`src/rtl/hsync_framer.sv`:
```
// Horizontal sync framer: finds sync pulses in filtered luma, skips the back porch and
// emits ACTIVE_LEN saturated 8-bit pixels per line with tlast on the final pixel.
module hsync_framer #(
  parameter int C_S00_AXIS_TDATA_WIDTH = 32,
  parameter int C_M00_AXIS_TDATA_WIDTH = 8,
  parameter int SYNC_THRESH            = -1000,
  parameter int SYNC_MIN_LEN           = 64,
  parameter int BLANK_LEN              = 120,
  parameter int ACTIVE_LEN             = 640,
  parameter int SHIFT                  = 8
) (
  input  logic                                  s00_axis_aclk,
  input  logic                                  s00_axis_aresetn,
  input  logic                                  s00_axis_tvalid,
  input  logic [C_S00_AXIS_TDATA_WIDTH-1:0]     s00_axis_tdata,
  input  logic [(C_S00_AXIS_TDATA_WIDTH/8)-1:0] s00_axis_tstrb,
  input  logic                                  s00_axis_tlast,
  output logic                                  s00_axis_tready,
  input  logic                                  m00_axis_tready,
  output logic                                  m00_axis_tvalid,
  output logic [C_M00_AXIS_TDATA_WIDTH-1:0]     m00_axis_tdata,
  output logic [(C_M00_AXIS_TDATA_WIDTH/8)-1:0] m00_axis_tstrb,
  output logic                                  m00_axis_tlast,
  output logic [15:0]                           line_count,
  output logic [7:0]                            trunc_count
);

  localparam int IW      = C_S00_AXIS_TDATA_WIDTH;
  localparam int OW      = C_M00_AXIS_TDATA_WIDTH;
  localparam int MAX_AB  = (SYNC_MIN_LEN > BLANK_LEN) ? SYNC_MIN_LEN : BLANK_LEN;
  localparam int MAX_LEN = (MAX_AB > ACTIVE_LEN) ? MAX_AB : ACTIVE_LEN;
  localparam int CW      = $clog2(MAX_LEN + 1);

  localparam logic signed [IW-1:0] THRESH  = IW'(SYNC_THRESH);
  localparam logic signed [IW-1:0] PIX_MAX = IW'((1 << OW) - 1);
  localparam logic [CW-1:0] SYNC_END   = CW'(SYNC_MIN_LEN);
  localparam logic [CW-1:0] BLANK_END  = CW'(BLANK_LEN);
  localparam logic [CW-1:0] ACTIVE_END = CW'(ACTIVE_LEN - 1);

  typedef enum logic [1:0] {SEARCH, SYNC, BACKPORCH, ACTIVE} state_t;

  state_t          state_q, state_d;
  logic [CW-1:0]   cnt_q, cnt_d;
  logic [CW-1:0]   cnt_inc;
  logic            out_vld_q, out_vld_d;
  logic [OW-1:0]   out_dat_q, out_dat_d;
  logic            out_last_q, out_last_d;
  logic [15:0]     line_q, line_d;
  logic [7:0]      trunc_q, trunc_d;

  logic signed [IW-1:0] sample;
  logic signed [IW-1:0] shifted;
  logic [OW-1:0]        pixel;
  logic                 sync_lvl;
  logic                 accept;
  logic                 line_end;
  logic                 unused_tstrb;

  assign unused_tstrb = ^s00_axis_tstrb;

  // Single output register: upstream may only advance when that register can be freed.
  assign s00_axis_tready = ~out_vld_q | m00_axis_tready;
  assign accept          = s00_axis_tvalid & s00_axis_tready;

  assign sample   = $signed(s00_axis_tdata);
  assign shifted  = sample >>> SHIFT;
  assign sync_lvl = sample < THRESH;
  assign cnt_inc  = cnt_q + CW'(1);
  assign line_end = (cnt_q == ACTIVE_END);

  always_comb begin
    pixel = shifted[OW-1:0];
    if (shifted < 0) begin
      pixel = '0;
    end else if (shifted > PIX_MAX) begin
      pixel = '1;
    end
  end

  always_comb begin
    state_d    = state_q;
    cnt_d      = cnt_q;
    line_d     = line_q;
    trunc_d    = trunc_q;
    out_vld_d  = out_vld_q;
    out_dat_d  = out_dat_q;
    out_last_d = out_last_q;

    if (m00_axis_tready) begin
      out_vld_d  = 1'b0;
      out_last_d = 1'b0;
    end

    if (accept) begin
      case (state_q)
        SEARCH: begin
          if (!sync_lvl) begin
            cnt_d = '0;
          end else if (cnt_inc == SYNC_END) begin
            state_d = SYNC;
            cnt_d   = '0;
          end else begin
            cnt_d = cnt_inc;
          end
        end
        SYNC: begin
          // The first non-sync sample already counts as back-porch sample 1.
          if (!sync_lvl) begin
            if (BLANK_LEN == 1) begin
              state_d = ACTIVE;
              cnt_d   = '0;
            end else begin
              state_d = BACKPORCH;
              cnt_d   = CW'(1);
            end
          end
        end
        BACKPORCH: begin
          if (cnt_inc == BLANK_END) begin
            state_d = ACTIVE;
            cnt_d   = '0;
          end else begin
            cnt_d = cnt_inc;
          end
        end
        ACTIVE: begin
          out_vld_d  = 1'b1;
          out_dat_d  = pixel;
          out_last_d = line_end | s00_axis_tlast;
          if (line_end || s00_axis_tlast) begin
            state_d = SEARCH;
            cnt_d   = '0;
            line_d  = line_q + 16'd1;
            if (!line_end && trunc_q != 8'hFF) begin
              trunc_d = trunc_q + 8'd1;
            end
          end else begin
            cnt_d = cnt_inc;
          end
        end
        default: begin
          state_d = SEARCH;
          cnt_d   = '0;
        end
      endcase

      if (s00_axis_tlast) begin
        state_d = SEARCH;
        cnt_d   = '0;
      end
    end
  end

  always_ff @(posedge s00_axis_aclk or negedge s00_axis_aresetn) begin
    if (!s00_axis_aresetn) begin
      state_q    <= SEARCH;
      cnt_q      <= '0;
      out_vld_q  <= 1'b0;
      out_dat_q  <= '0;
      out_last_q <= 1'b0;
      line_q     <= '0;
      trunc_q    <= '0;
    end else begin
      state_q    <= state_d;
      cnt_q      <= cnt_d;
      out_vld_q  <= out_vld_d;
      out_dat_q  <= out_dat_d;
      out_last_q <= out_last_d;
      line_q     <= line_d;
      trunc_q    <= trunc_d;
    end
  end

  assign m00_axis_tvalid = out_vld_q;
  assign m00_axis_tdata  = out_dat_q;
  assign m00_axis_tlast  = out_last_q;
  assign m00_axis_tstrb  = '1;
  assign line_count      = line_q;
  assign trunc_count     = trunc_q;

endmodule

```
`config.mk`:
```
export PLATFORM = sky130hd
export DESIGN_NAME = hsync_framer
export DESIGN_NICKNAME = d
export VERILOG_FILES = /design/src/rtl/hsync_framer.sv
export SDC_FILE = /design/constraint.sdc
export NUM_CORES = 1
export LEC_CHECK = 0
export BUFFER_PORTS_ARGS = -buffer_cell sky130_fd_sc_hd__buf_2
export CORE_MARGIN = 2
export CORE_UTILIZATION = 52
export CTS_CLUSTER_DIAMETER = 200
export DETAILED_ROUTE_END_ITERATION = 6
export MAX_ROUTING_LAYER = met4
export PLACE_DENSITY = 0.8
export SLEW_MARGIN = 20
export SYNTH_ARGS = -nofsm -noshare
export SYNTH_HDL_FRONTEND = slang
export SYNTH_SLANG_ARGS = --single-unit
export TNS_END_PERCENT = 100
```
`constraint.sdc`:
```
create_clock -name s00_axis_aclk -period 2.7 [get_ports s00_axis_aclk]
set_input_delay 0.27 -clock s00_axis_aclk [delete_from_list [all_inputs] [get_ports s00_axis_aclk]]
set_output_delay 0.27 -clock s00_axis_aclk [all_outputs]
set_load 0.01 [all_outputs]
```
==> run summary, run 1 <==
run status: finished, final reports clean
H-Tree Depth: 2
Syn Inst Count: 268
Async S/R FF share, synth: 1.00
Post-Syn Area: 2570 sq um
Worst Hold End: m00_axis_tlast$_DFF_PN0_
Main synth FF type: dfrtp_1
vias in the first global route: 2,121
CP peak stage delay: 0.50 ns
Seq/Total Area, Yosys: 0.448
critical path class: reg2reg
Layout area overhead: 21.5%
r2r startpoint: cnt_q[0]$_DFFE_PN0P_
top cell type's share of synthesized area: 0.448
critical path cell sequence: ha_1 > nand3_1 > o41a_1 > a32o_1 > nor2_2 > buf_4 > o211ai_1
layout cell share with drive strength beyond 1: 0.276
Finished Layout Cells: 407
worst hold path depth: 3
Inst Count DP: 398
CP Data Required Time: 2.89 ns
CP max FO: 8
total die area: 5520 sq um
Layout Utilization: 0.657
VDD IR max: 259 uV
Crit path arrival time: 2.63 ns
per-cell routed wire length: 14.0 um
critical path's top delay family: compound AO/OA/AOI/OAI gates
initial antenna violation count: 0
clk buf depth: 2
Vias: 2,295
gp weighted congestion: 0.929
most frequent cells after synthesis: dfrtp_1, nand2_1, o21ai_0
Worst-path clk slew: 0.09 ns
DRC viols: 0
Initial Utilization: 0.541
post-DP HPWL: 4190 um
flops & latches, synth: 46
pwr dens: 424 nW/um^2
Max Cap Viol: 0
Inserted Clock Buffers: 5
Reg2Reg Depth: 7
core area: 4750 sq um
nets: 387
GRT Total Usage: 0.224
first-pass GRT wire length: 9280 um
max-slew violations: 0
Tcrit/Tclk final: 0.905
routed wire length: 5700 um
Net Count, Synth: 316
clock power share: 0.392
YS warnings: 0
RSZ-0062 raised after global routing: false
clk_skew: 0.00465 ns
min-delay src: m00_axis_tready
die width: 74.3 um
r2r endpoint: cnt_q[5]$_DFFE_PN0P_
postcts setup bufs: 0
r2r setup slk: 0.26 ns
crit end category: register
drt initial violations: 83
CTS Sinks: 46
Synth area leaders: dfrtp_1, xnor2_1, nand2_1
Lkg Pwr: 1.54 nW
ant diodes: 0
Row Count: 25
CTS root buf: clkbuf_8
Boundary Pins: 77
worst slew pin tran: 0.717 ns
DRT Pass-1 Iters: 4
CTS tree: yes
worst path bufs/invs: 1
Period minus WS final: 2.44 ns
Sw Pwr: 0.312 mW
remaining antenna violation count: 0
input/output buffers: 68
Seq pwr share: 0.528
Syn Area/Cell: 9.59 sq um
setup_tns: 0 ns
number of flops mapped to enable cells by yosys: 0
Netlist cell types: 52
Final Hold Fails: 0
pin count of the biggest net entering global routing: 47
Cell Int Power: 1.01 mW
Fillers: 404
combinational power share: 0.080
startpoint types: register
Sw Ratio: 0.236
most area-hungry cell type in the Yosys netlist: dfrtp_1
Clock Latency Late Sink: 0.30 ns
Hold WC Path Type: in2reg
residual overflow from global routing: 0
FMAX: 409 MHz
final setup fails: 0
most common cell in the netlist: dfrtp_1
slew margin rel.: 0.518
Slowest cell on crit path: o41a_1
height of the chip: 74.3 um
Via-to-Cell Ratio: 5.64
## state kept, by name (all words and copies together), names as in the netlist
signal / count
m00_axis_tlast: 1
line_count: 16
m00_axis_tdata: 8
trunc_count: 8
m00_axis_tvalid: 1
state_q: 2
cnt_q: 10
## through the flow
stage | total power [mW] | instance area [sq um] | setup slack, ns | hold WS (ns)
after floorplan | 0.757 | 2570 | 0.363 | -0.0256
after global placement | 0.813 | 2990 | 0.333 | 0.455
after detailed placement | 0.816 | 2990 | 0.311 | 0.468
after CTS | 1.33 | 3100 | 0.283 | 0.167
after global routing | 1.38 | 3120 | 0.0522 | 0.275
final | 1.32 | 3120 | 0.256 | 0.275
## layer usage
| layer | global-route usage | vias to the layer above | wire (um) | part of all wire |
|---|---|---|---|---|
| met2 | 0.358 | 75 | 2760 | 0.48 |
| met5 | - | - | 0 | 0 |
| met3 | 0.0434 | 6 | 314 | 0.055 |
| li1 | - | 1123 | - | - |
| met4 | 0.0694 | 0 | 64 | 0.011 |
| met1 | 0.289 | 1091 | 2560 | 0.45 |
## area by class of cell
| type | instances | area (sq um) | share of cell area |
|---|---|---|---|
| inverters | 8 | 30.0 | 0.00962 |
| clock buffers | 5 | 68.8 | 0.0220 |
| clock inverters | 3 | 43.8 | 0.0140 |
| well taps | 67 | 83.8 | 0.0268 |
| multi-input cells | 202 | 1340 | 0.429 |
| repair buffers | 76 | 405 | 0.130 |
| flip-flops and latches | 46 | 1150 | 0.369 |
## power groups by stage
stage | logic, mW | registers [mW] | clock network (mW)
finish | 0.106 | 0.699 | 0.519
floorplan | 0.0465 | 0.711 | 0
global route | 0.119 | 0.700 | 0.562
global placement | 0.101 | 0.712 | 0
CTS | 0.105 | 0.699 | 0.528
detailed placement | 0.104 | 0.712 | 0
## logic make-up after synthesis
logic type / after synthesis / share of synthesized area
adders and majority gates: 7 / 0.0341
AOI/OAI and AO/OA: 58 / 0.159
and+or+nand+nor: 110 / 0.233
DFF: 46 / 0.448
muxes: 3 / 0.0131
other: 1 / 0.00146
buffers and inverters: 20 / 0.0331
xor gates and xnor gates: 23 / 0.0784
## worst min-delay path: stages
cell and delay, ns:
buf_2 0.10, inv_1 0.05, a31o_2 0.13
## worst max path at each step
stage / start / to / slack, ns / cells past startpoint
after floorplan: cnt_q[0]$_DFFE_PN0P_ / line_count[11]$_DFFE_PN0P_ / 0.36 / 10
after global placement: cnt_q[0]$_DFFE_PN0P_ / cnt_q[3]$_DFFE_PN0P_ / 0.33 / 7
after detailed placement: cnt_q[0]$_DFFE_PN0P_ / cnt_q[5]$_DFFE_PN0P_ / 0.31 / 7
after CTS: cnt_q[0]$_DFFE_PN0P_ / line_count[11]$_DFFE_PN0P_ / 0.28 / 7
after global routing: cnt_q[0]$_DFFE_PN0P_ / cnt_q[5]$_DFFE_PN0P_ / 0.05 / 7
final: cnt_q[0]$_DFFE_PN0P_ / cnt_q[5]$_DFFE_PN0P_ / 0.26 / 7
## placed cells by master (no fill, tap or decap), types with 8 or more instances in the layout
master and count:
and3_1 9, buf_2 67, buf_4 8, dfrtp_1 46, inv_1 8, nand2_1 34
nand3_1 15, nand4_1 12, nor3_1 8, o211ai_1 10, o21ai_0 21, xnor2_1 18
## what timing repair did
| item | in CTS | in global routing |
|---|---|---|
| gates resized for setup | 0 | 1 |
| hold buffers | 0 | 1 |
| hold endpoints to repair | 0 | 7 |
| setup endpoints to repair | 0 | 1 |
Power figures use the tool's default switching activity.
==> run 2, diff against run 1 <==
--- a/config.mk
+++ b/config.mk
@@ -12,6 +12,7 @@
 export DETAILED_ROUTE_END_ITERATION = 6
 export MAX_ROUTING_LAYER = met4
 export PLACE_DENSITY = 0.8
+export SETUP_SLACK_MARGIN = 0.3
 export SLEW_MARGIN = 20
 export SYNTH_ARGS = -nofsm -noshare
 export SYNTH_HDL_FRONTEND = slang
==> run summary, run 2 (synthesized netlist as in run 1, its figures left out) <==
met1 wire length: 2570 um
clk_skew: 0.00284 ns
Row Count: 25
Hold WC Path Type: in2reg
worst slew pin tran: 0.732 ns
FMAX: 437 MHz
r2r startpoint: cnt_q[7]$_DFFE_PN0P_
remaining antenna violation count: 0
clk buf depth: 2
met2 wire len: 2780 um
critical path class: reg2reg
routed wire length: 5740 um
Lkg Pwr: 1.54 nW
final setup fails: 0
nets: 388
input/output buffers: 68
Boundary Pins: 77
Register Area: 1150 sq um
die width: 74.3 um
VDD IR max: 259 uV
CTS tree: yes
per-cell routed wire length: 14.1 um
DRT Pass-1 Iters: 4
core area: 4750 sq um
pwr dens: 420 nW/um^2
r2r setup slk: 0.41 ns
run status: finished, final reports clean
Initial Utilization: 0.541
crit end category: register
Fin Hold WS: 0.278 ns
Reg2Reg Depth: 6
setup_tns: 0 ns
Top Metal Used: met4
final worst slack: 0.410 ns
Clock Latency Late Sink: 0.30 ns
drt initial violations: 119
CP Data Required Time: 2.87 ns
startpoint types: register
gp weighted congestion: 0.929
H-Tree Depth: 2
Worst-path clk slew: 0.09 ns
total die area: 5520 sq um
Vias: 2,306
DRC viols: 0
GRT Total Usage: 0.224
vias in the first global route: 2,116
RSZ-0062 raised after global routing: false
ant diodes: 0
Setup crit end: cnt_q[6]$_DFFE_PN0P_
Layout area overhead: 22.6%
CTS Sinks: 46
initial antenna violation count: 0
layout cell share with drive strength beyond 1: 0.287
residual overflow from global routing: 0
met3 routed WL: 332 um
Fillers: 402
commonest non-fill, non-tap cell in the layout: buf_2
Period minus WS final: 2.29 ns
first-pass GRT wire length: 9270 um
Tcrit/Tclk final: 0.848
height of the chip: 74.3 um
CTS root buf: clkbuf_8
worst slack, placed: 0.311 ns
crit path launch: cnt_q[7]$_DFFE_PN0P_
CP max FO: 7
Max Cap Viol: 0
pin count of the biggest net entering global routing: 47
r2r endpoint: cnt_q[6]$_DFFE_PN0P_
Final Hold Fails: 0
Crit path arrival time: 2.46 ns
max FFs per register: 16
max-slew violations: 0
slew margin rel.: 0.508
Via-to-Cell Ratio: 5.65
Inserted Clock Buffers: 5
Multi-input gate area: 1360 sq um
most frequent cells in the layout: buf_2, dfrtp_1, nand2_1, o21ai_0, xnor2_1
post-DP HPWL: 4190 um
==> run 2: worst min path at each step <==
stage                               startpoint                         end  depth (start not counted)
finish                         m00_axis_tready    m00_axis_tlast$_DFF_PN0_                          3
global route                   m00_axis_tready    m00_axis_tlast$_DFF_PN0_                          3
CTS                           s00_axis_aresetn   line_count[1]$_DFFE_PN0P_                          1
detailed placement  line_count[15]$_DFFE_PN0P_  line_count[15]$_DFFE_PN0P_                          1
global placement    line_count[15]$_DFFE_PN0P_  line_count[15]$_DFFE_PN0P_                          1
floorplan                     s00_axis_aresetn        cnt_q[0]$_DFFE_PN0P_                          0
==> run 2: metal layers <==
| metal | GRT usage | vias to the layer above |
|---|---|---|
| met4 | 0.0694 | 0 |
| met3 | 0.0434 | 9 |
| li1 | - | 1127 |
| met1 | 0.289 | 1092 |
| met2 | 0.358 | 78 |
| met5 | - | - |
==> run 2: power breakdown <==
| part | internal [mW] | total (mW) | switching, mW |
|---|---|---|---|
| Combinational | 0.0435 | 0.108 | 0.0649 |
| Clock | 0.277 | 0.514 | 0.237 |
| Sequential | 0.693 | 0.700 | 0.00753 |
| Total | 1.01 | 1.32 | 0.310 |
==> run 2: cell type report <==
class                           instances  area share
Multi-Input combinational cell        202       0.431
Sequential cell                        46       0.366
Timing Repair Buffer                   77       0.131
Clock inverter                          3      0.0139
Clock buffer                            5      0.0218
Inverter                                8     0.00953
Tap cell                               67      0.0266
==> run 2: timing repair <==
action,in CTS,in global routing
hold buffers,0,1
pin swaps,0,1
hold endpoints to repair,0,7
setup buffers,0,1
endpoints found under the setup margin,4,18
gates resized for setup,1,5
gates cloned,0,0
==> run 2: metrics by stage <==
step / instance area, sq um / utilization / std cells / power (mW)
floorplan: 2570 / - / 268 / 0.757
global placement: 2990 / 0.629 / 398 / 0.813
detailed placement: 2990 / 0.629 / 398 / 0.816
CTS: 3110 / 0.653 / 406 / 1.33
global route: 3150 / 0.663 / 408 / 1.39
finish: 3150 / 0.663 / 408 / 1.32
==> run 2: worst max-delay path, stage by stage, from the launching register on <==
cell	delay, ns
dfrtp_2	0.45
or3b_1	0.43
o41a_1	0.46
a32o_1	0.33
buf_4	0.17
o2111ai_1	0.18
o221ai_1	0.14
